--- src/rtl/div_4bit_seq_if.sv ---
// Handshake and adder-operand bundle between the divider, its controller and
// the external add_sub_4bit.
interface div_4bit_seq_if;
  logic       start;
  logic [3:0] dividend;
  logic [3:0] divisor;
  logic [3:0] sub_a;
  logic [3:0] sub_b;
  logic       sub_k;
  logic [3:0] sub_s;
  logic       sub_cout;
  logic       busy;
  logic       done;
  logic [3:0] quotient;
  logic [3:0] remainder;
  logic       div_by_zero;

  modport slave (
    input  start, dividend, divisor, sub_s, sub_cout,
    output sub_a, sub_b, sub_k, busy, done, quotient, remainder, div_by_zero
  );

  modport master (
    output start, dividend, divisor, sub_s, sub_cout,
    input  sub_a, sub_b, sub_k, busy, done, quotient, remainder, div_by_zero
  );
endinterface

--- src/rtl/div_4bit_seq.sv ---
// Sequential 4-bit unsigned restoring divider; each trial subtraction is done
// by an external combinational add_sub_4bit driven through sub_a/sub_b/sub_k.
module div_4bit_seq #(
  parameter logic [3:0] ZERO_Q = 4'hF
) (
  input logic            clk,
  input logic            rst,
  div_4bit_seq_if.slave  bus
);

  typedef enum logic [1:0] {IDLE, ITER, DONE} state_t;

  state_t     state;
  logic [3:0] q_reg;
  logic [3:0] r_reg;
  logic [3:0] d_reg;
  logic [1:0] count;
  logic       busy;
  logic       done;
  logic [3:0] quotient;
  logic [3:0] remainder;
  logic       div_by_zero;

  logic [3:0] trial;
  logic [3:0] q_next;
  logic [3:0] r_next;

  // Partial remainder stays below 2^i before iteration i, so 4 bits hold T.
  always_comb begin
    trial  = {r_reg[2:0], q_reg[3]};
    q_next = {q_reg[2:0], 1'b0};
    r_next = trial;
    if (bus.sub_cout) begin
      q_next = {q_reg[2:0], 1'b1};
      r_next = bus.sub_s;
    end
  end

  assign bus.sub_a       = trial;
  assign bus.sub_b       = d_reg;
  assign bus.sub_k       = 1'b1;
  assign bus.busy        = busy;
  assign bus.done        = done;
  assign bus.quotient    = quotient;
  assign bus.remainder   = remainder;
  assign bus.div_by_zero = div_by_zero;

  always_ff @(posedge clk) begin
    if (rst) begin
      state       <= IDLE;
      q_reg       <= '0;
      r_reg       <= '0;
      d_reg       <= '0;
      count       <= '0;
      busy        <= 1'b0;
      done        <= 1'b0;
      quotient    <= '0;
      remainder   <= '0;
      div_by_zero <= 1'b0;
    end else begin
      case (state)
        IDLE, DONE: begin
          done  <= 1'b0;
          state <= IDLE;
          if (bus.start) begin
            q_reg       <= bus.dividend;
            d_reg       <= bus.divisor;
            r_reg       <= '0;
            count       <= '0;
            div_by_zero <= 1'b0;
            if (bus.divisor == 4'd0) begin
              state       <= DONE;
              done        <= 1'b1;
              busy        <= 1'b0;
              quotient    <= ZERO_Q;
              remainder   <= bus.dividend;
              div_by_zero <= 1'b1;
            end else begin
              state <= ITER;
              busy  <= 1'b1;
            end
          end
        end
        ITER: begin
          q_reg <= q_next;
          r_reg <= r_next;
          count <= count + 2'd1;
          if (count == 2'd3) begin
            state     <= DONE;
            busy      <= 1'b0;
            done      <= 1'b1;
            quotient  <= q_next;
            remainder <= r_next;
          end
        end
        default: begin
          state <= IDLE;
          busy  <= 1'b0;
          done  <= 1'b0;
        end
      endcase
    end
  end

endmodule

--- src/flat_wrapper.sv ---
// flat-port wrapper written by rule: the top's interface ports become plain ports
module div_4bit_seq_flat 
#(
  parameter logic [3:0] ZERO_Q = 4'hF
)
  (clk, rst, bus_start, bus_dividend, bus_divisor, bus_sub_s, bus_sub_cout, bus_sub_a, bus_sub_b, bus_sub_k, bus_busy, bus_done, bus_quotient, bus_remainder, bus_div_by_zero);
  div_4bit_seq_if bus_i ();
  input logic clk;
  input logic rst;
  input wire logic [$bits(bus_i.start)-1:0] bus_start;
  input wire logic [$bits(bus_i.dividend)-1:0] bus_dividend;
  input wire logic [$bits(bus_i.divisor)-1:0] bus_divisor;
  input wire logic [$bits(bus_i.sub_s)-1:0] bus_sub_s;
  input wire logic [$bits(bus_i.sub_cout)-1:0] bus_sub_cout;
  output wire logic [$bits(bus_i.sub_a)-1:0] bus_sub_a;
  output wire logic [$bits(bus_i.sub_b)-1:0] bus_sub_b;
  output wire logic [$bits(bus_i.sub_k)-1:0] bus_sub_k;
  output wire logic [$bits(bus_i.busy)-1:0] bus_busy;
  output wire logic [$bits(bus_i.done)-1:0] bus_done;
  output wire logic [$bits(bus_i.quotient)-1:0] bus_quotient;
  output wire logic [$bits(bus_i.remainder)-1:0] bus_remainder;
  output wire logic [$bits(bus_i.div_by_zero)-1:0] bus_div_by_zero;
  assign bus_i.start = bus_start;
  assign bus_i.dividend = bus_dividend;
  assign bus_i.divisor = bus_divisor;
  assign bus_i.sub_s = bus_sub_s;
  assign bus_i.sub_cout = bus_sub_cout;
  assign bus_sub_a = bus_i.sub_a;
  assign bus_sub_b = bus_i.sub_b;
  assign bus_sub_k = bus_i.sub_k;
  assign bus_busy = bus_i.busy;
  assign bus_done = bus_i.done;
  assign bus_quotient = bus_i.quotient;
  assign bus_remainder = bus_i.remainder;
  assign bus_div_by_zero = bus_i.div_by_zero;
  div_4bit_seq #(.ZERO_Q(ZERO_Q)) u_core (.clk(clk), .rst(rst), .bus(bus_i));
endmodule
--- config.mk ---
export PLATFORM = sky130hd
export DESIGN_NAME = div_4bit_seq_flat
export DESIGN_NICKNAME = d
export VERILOG_FILES = /design/src/rtl/div_4bit_seq_if.sv /design/src/rtl/div_4bit_seq.sv /design/src/flat_wrapper.sv
export SDC_FILE = /design/constraint.sdc
export NUM_CORES = 1
export LEC_CHECK = 0
export BUFFER_PORTS_ARGS = -buffer_cell sky130_fd_sc_hd__clkbuf_2
export CAP_MARGIN = 20
export CORE_MARGIN = 2
export CORE_UTILIZATION = 44
export DETAILED_ROUTE_END_ITERATION = 12
export GPL_TIMING_DRIVEN = 0
export MAX_ROUTING_LAYER = met4
export PLACE_DENSITY = 0.8
export RECOVER_POWER = 25
export SYNTH_ARGS = -nofsm -noshare
export SYNTH_HDL_FRONTEND = slang
export SYNTH_SLANG_ARGS = --single-unit
--- constraint.sdc ---
create_clock -name clk -period 1.6 [get_ports clk]
set_clock_uncertainty 0.15 [all_clocks]
set_input_delay 0.08 -clock clk [delete_from_list [all_inputs] [get_ports clk]]
set_output_delay 0.08 -clock clk [all_outputs]
set_load 0.01 [all_outputs]
Word level (Yosys, flattened, before mapping)
Index checks and enable logic that the tools add are counted.
W data, S select, Z words.
- register bits after elaboration: 26
- input port bits: 16
- output and inout port bits: 20
- add/subtract/negate cells: 1
- equality and inequality tests: 6
- muxes and demuxes: 28
- reductions and logical operators: 8
- operators by type and width (kind ; number):
    $mux W4 ; 8
    $pmux W4 S2 ; 3
    $mux W2 ; 4
    $pmux W2 S2 ; 2
    $mux W1 ; 7
    $pmux W3 S2 ; 1
    $reduce_and A2 Y1 ; 3
    $eq A2 B2 Y1 const B ; 2
    $logic_not A4 Y1 ; 1
    $ne A2 B1 Y1 const B ; 2
    $pmux W1 S2 ; 2
    $reduce_and A4 Y1 ; 1
    $mux W3 ; 1
    $add A2 B1 Y2 const B ; 1
    $eq A2 B1 Y1 const B ; 1
    $logic_not A2 Y1 ; 1
    $ne A2 B2 Y1 const B ; 1
    $reduce_bool A2 Y1 ; 1
    $reduce_or A2 Y1 ; 1

Logic depth before layout (Yosys ltp)
- word-level depth: 4
- mapped depth: 6

Worst setup path before layout
Ideal clock, no wire load.
- kind: flip-flop to flip-flop
- start: register u_core.count[0]
- end: register u_core.remainder[0] (netlist: u_core.bus.remainder[0])
- setup time: 132 ps
- data arrival time: 1219 ps
- required time: 1318 ps
- setup slack: 98 ps
- stages on the path, launching flop included: 6
- path buffers: 0
- period minus slack after synthesis: 1502 ps
- path through: dfxtp_1 ha_1 and3b_1 o22ai_1 a21o_1 a21oi_1
- cells in the longest elaborated chain, start to end: 3
- RTL lines (what ; line ; RTL):
    start, declared ; div_4bit_seq.sv:17 ; logic [1:0] count;
    start signal, assigned ; div_4bit_seq.sv:87 ; count <= count + 2'd1;
    $eq A2 B2 Y1 ; div_4bit_seq.sv:88 ; if (count == 2'd3) begin
    $ne A2 B1 Y1 (no source line) ; - ;
    $reduce_and A4 Y1 (no source line) ; - ;
    end signal, assigned ; div_4bit_seq.sv:76 ; remainder <= bus.dividend;
    end signal, assigned ; div_4bit_seq.sv:93 ; remainder <= r_next;
    end, declared ; div_4bit_seq.sv:21 ; logic [3:0] remainder;
No other way between the ends.
A chain may end at the register's enable or synchronous reset.

Worst setup path after layout
- start: register u_core.count[0]
- end: register u_core.quotient[2] (netlist: u_core.bus.quotient[2])
- cells in the longest elaborated chain, start to end: 3
- RTL lines (what ; line ; RTL):
    $eq A2 B2 Y1 ; div_4bit_seq.sv:88 ;
    $ne A2 B1 Y1 (no source line) ; - ;
    $reduce_and A4 Y1 (no source line) ; - ;
    end signal, assigned ; div_4bit_seq.sv:92 ; quotient <= q_next;
    end, declared ; div_4bit_seq.sv:20 ; logic [3:0] quotient;
No other way between the ends.

==> impl.org <==
** GRT
- The number of antenna violations at the first check in global routing was 0.
- The via count of the first global-routing pass is 984.
- Global routing usage summed across all routing layers :: 0.203
- The total overflow left after global routing is 0.
- Wire length of the first global-routing pass :: 4090 um
- Largest net degree at the start of global routing :: 16

** Timing
- Fin. Hold Viols :: 0
- Setup repair after global routing could not meet its margin everywhere.
- Setup violations remaining at the end of the flow were counted as 0.
- Tightest slew margin relative to the limit :: 0.636
- The worst path needs 1.54 ns of the cycle, external delays included.
- Dividing the final minimum period by the clock period gives 0.960.
- Static timing analysis puts the maximum clock frequency at 651 MHz.
- Final hold slack :: 0.0236 ns
- Final Max Slew Viols :: 0
- Slew at the pin with the worst max-slew slack :: 0.546 ns

** Setup path
- Kind of critical path :: register to register
- The worst setup path is launched from a register.
- Crit end category :: register
- In this run the worst path has a maximum fanout of 4.
- For the worst setup path, the data arrival time is 1.63 ns.
- Critical Path RT :: 1.69 ns

** Clock network
- Clock tree synthesis found a total of 25 sinks.
- TritonCTS Buffers :: 3
- CTS clock-pin slew for the worst setup and hold paths :: 0.14 ns
- Root buffer cell :: clkbuf_4
- Maximum count of clock buffers along a single path :: 2
- TritonCTS built the clock tree.
- Insertion delay of the later-clocked pin in the worst-skew pair :: 0.32 ns
- H-tree depth :: 1

** Power
- Across the VDD grid, the largest voltage drop is 0.564 mV.
- Cell Int Power :: 0.877 mW
- Sum of internal, switching and leakage power :: 1.25 mW
- For this design the static power due to leakage is 0.592 nW.
- The share of total power dissipated in sequential elements is 0.559.
- Switch share :: 0.296
- Part of the total power dissipated in the clock network :: 0.230
- Summed over all nets, the switching power comes to 0.369 mW.
- Of the total power, combinational logic draws 0.211.
- For this design the ratio of total power to cell area is 870 nW/um2.

** Route
- Dividing the detail-routed wire length by the instance count gives 13.0 um.
- The routed layout has 1042 vias.
- The first routing iteration left 16 violations.
- The detail route stage leaves a number of antenna-violating nets equal to 0.
- For this block, wires on met1 add up to 1100 um.
- In the routed layout, each cell is associated on average with a via count of 5.24.
- The detailed router used layers up to and including met4.
- Post-detailed-routing wire length :: 2590 um
- Wire segments on met2 add up to 1280 um in the final route.
- The first detailed-routing pass took 4 iterations.
- Number of DRC violations after detailed routing :: 0
- Wire segments on met3 add up to 168 um in the final route.

** Logic synthesis
- Number of distinct library cells after synthesis :: 26
- For this run, the register share of the synthesized area comes to 0.465.
- When the netlist entered floorplanning its net count stood at 143.
- Share of synthesized flip-flops with an asynchronous set or reset :: 0
- Area of the mapped netlist :: 1080 um2
- Post-synth top area share :: 0.465
- dfxtp_1 takes more of the synthesized area than any other cell.
- Avg Inst Size Synth :: 8.55 um2
- Synthesis warning total :: 0
- Counting flops with a built-in enable in the synthesized netlist gives 0.
- Main synth FF type :: dfxtp_1
- Number of synthesized register bits :: 25
- Number of standard cells after synthesis :: 126
- Top area cells in the synthesized netlist :: dfxtp_1, nand2_1, a21oi_1

** Placed design
- Count of input and output buffers :: 32
- The congestion estimate from routability-driven global placement came to 0.779.
- Placed wire-length estimate :: 1740 um

** Floorplan
- The floorplan has 17 rows.
- Measured along the y axis, the die boundary spans 53.5 um.
- The floorplan step set the die width to 53.5 um.
- In this run the count of I/O pins placed on the die edge is 36.
- For this configuration, the core starts out at a cell density of 0.478.
- Core Box Area :: 2250 um2
- The die covers 2860 um2.

** Status
- The run finished with clean final reports.

** Run
- Count of max-cap constraint violations :: 0

** Finish
- Fill cells in the final layout number 190.
- Number of nets at the end of the flow :: 189
- Share of layout cells above drive strength 1 :: 0.292
- Relative to the synthesized area, the layout overhead comes to 33.0%.
- # diodes :: 0

** Hold path
- Min-Delay Path Class :: primary input to register
==> placed cells by master (no fill, tap or decap) <==
cell | synthesis | layout
nand2_1 | 29 | 29
dfxtp_1 | 25 | 23
clkbuf_2 | 0 | 21
a21oi_1 | 14 | 14
nor2_1 | 14 | 14
clkbuf_1 | 5 | 13
dlygate4sd3_1 | 0 | 9
nor2_2 | 5 | 4
a211oi_2 | 4 | 4
clkbuf_4 | 0 | 4
mux2_2 | 3 | 3
a21o_1 | 3 | 3
a311oi_1 | 3 | 3
buf_2 | 2 | 2
nand2b_1 | 2 | 2
a22oi_1 | 2 | 2
buf_4 | 1 | 2
dfxtp_2 | 0 | 2
nor4_4 | 1 | 1
nor2b_2 | 0 | 1
and3b_2 | 0 | 1
o22ai_4 | 0 | 1
nor2b_1 | 2 | 1
o22a_1 | 1 | 1
buf_6 | 1 | 1
buf_1 | 1 | 1
nor2_4 | 0 | 1
o22ai_1 | 2 | 1
mux2i_1 | 1 | 1
o211ai_1 | 1 | 1
nor3_1 | 1 | 1
ha_4 | 0 | 1
conb_1 | 1 | 1
clkinvlp_4 | 0 | 1
dlymetal6s4s_1 | 0 | 1
==> critical path: stages (launching register included) <==
cell and delay (ns):
dfxtp_2 0.37, ha_4 0.16, and3b_2 0.23, o22a_1 0.20, buf_2 0.18, a211oi_2 0.17
==> cell usage after synthesis (2+ instances only) <==
cell type / n
nor2_1: 14
nor2_2: 5
o22ai_1: 2
nand2b_1: 2
dfxtp_1: 25
buf_2: 2
a22oi_1: 2
a21oi_1: 14
nand2_1: 29
nor2b_1: 2
a211oi_2: 4
a311oi_1: 3
a21o_1: 3
mux2_2: 3
clkbuf_1: 5
==> layout make-up <==
type	instances	area [um2]	area share
Clock buffer	3	22.5	0.0157
Multi-Input combinational cell	91	561	0.391
Timing Repair Buffer	41	248	0.173
Tap cell	28	35.0	0.0245
Clock inverter	1	7.51	0.00524
Buffer	10	56.3	0.0393
Sequential cell	25	503	0.351
==> through the flow <==
stage                     utilization  worst slack [ns]  cell area, um2  std cells  setup TNS (ns)
after global placement          0.564            -0.127            1270        186          -0.485
final                           0.635            0.0634            1430        199               0
after detailed placement        0.564            -0.142            1270        186          -0.541
after floorplan                     -            0.0984            1080        126               0
after CTS                       0.625            0.0208            1410        200               0
after global routing            0.635           -0.0364            1430        199         -0.0613
==> layer usage <==
metal	vias to the layer above	global-route usage
met5	-	-
met4	0	0.0769
met3	6	0.0254
met2	38	0.364
met1	484	0.226
li1	514	-
==> power groups by stage <==
| stage | Combinational, mW | Clock (mW) | Sequential (mW) |
|---|---|---|---|
| 2_1_floorplan | 0.142 | 0 | 0.716 |
| 3_3_place_gp | 0.229 | 0 | 0.703 |
| 3_5_place_dp | 0.234 | 0 | 0.705 |
| 4_1_cts | 0.256 | 0.296 | 0.692 |
| 5_1_grt | 0.295 | 0.323 | 0.703 |
| 6_report | 0.264 | 0.287 | 0.696 |
==> cell families (layout without fill, tap and decap cells) <==
group           Yosys count  in the layout  synth area share
buf+inv                  10             55            0.0476
mux                       4              4            0.0406
compound gates           30             30             0.197
simple gates             55             55             0.235
other cells               1              1           0.00348
flops                    25             25             0.465
fa+ha+maj                 1              1            0.0116
==> path summary, 6_finish.rpt <==
path              cells past startpoint                 from  slack [ns]                endpoint
setup reg to reg                      5      u_core.count[0]        0.06  u_core.bus.quotient[2]
setup / recovery                      5      u_core.count[0]        0.06  u_core.bus.quotient[2]
hold reg to reg                       2  u_core.bus.sub_b[0]        0.32     u_core.bus.sub_b[0]
hold / removal                        4         bus_sub_s[2]        0.02         u_core.r_reg[2]
==> what timing repair did <==
action	4_1_cts	5_1_grt
setup buffers	0	1
resized for setup	1	14
hold endpoints to repair	14	0
hold buffers	10	0
pin swaps	0	4
endpoints found under the setup margin	5	17
gates cloned	0	1
Power figures use the tool's default switching activity.
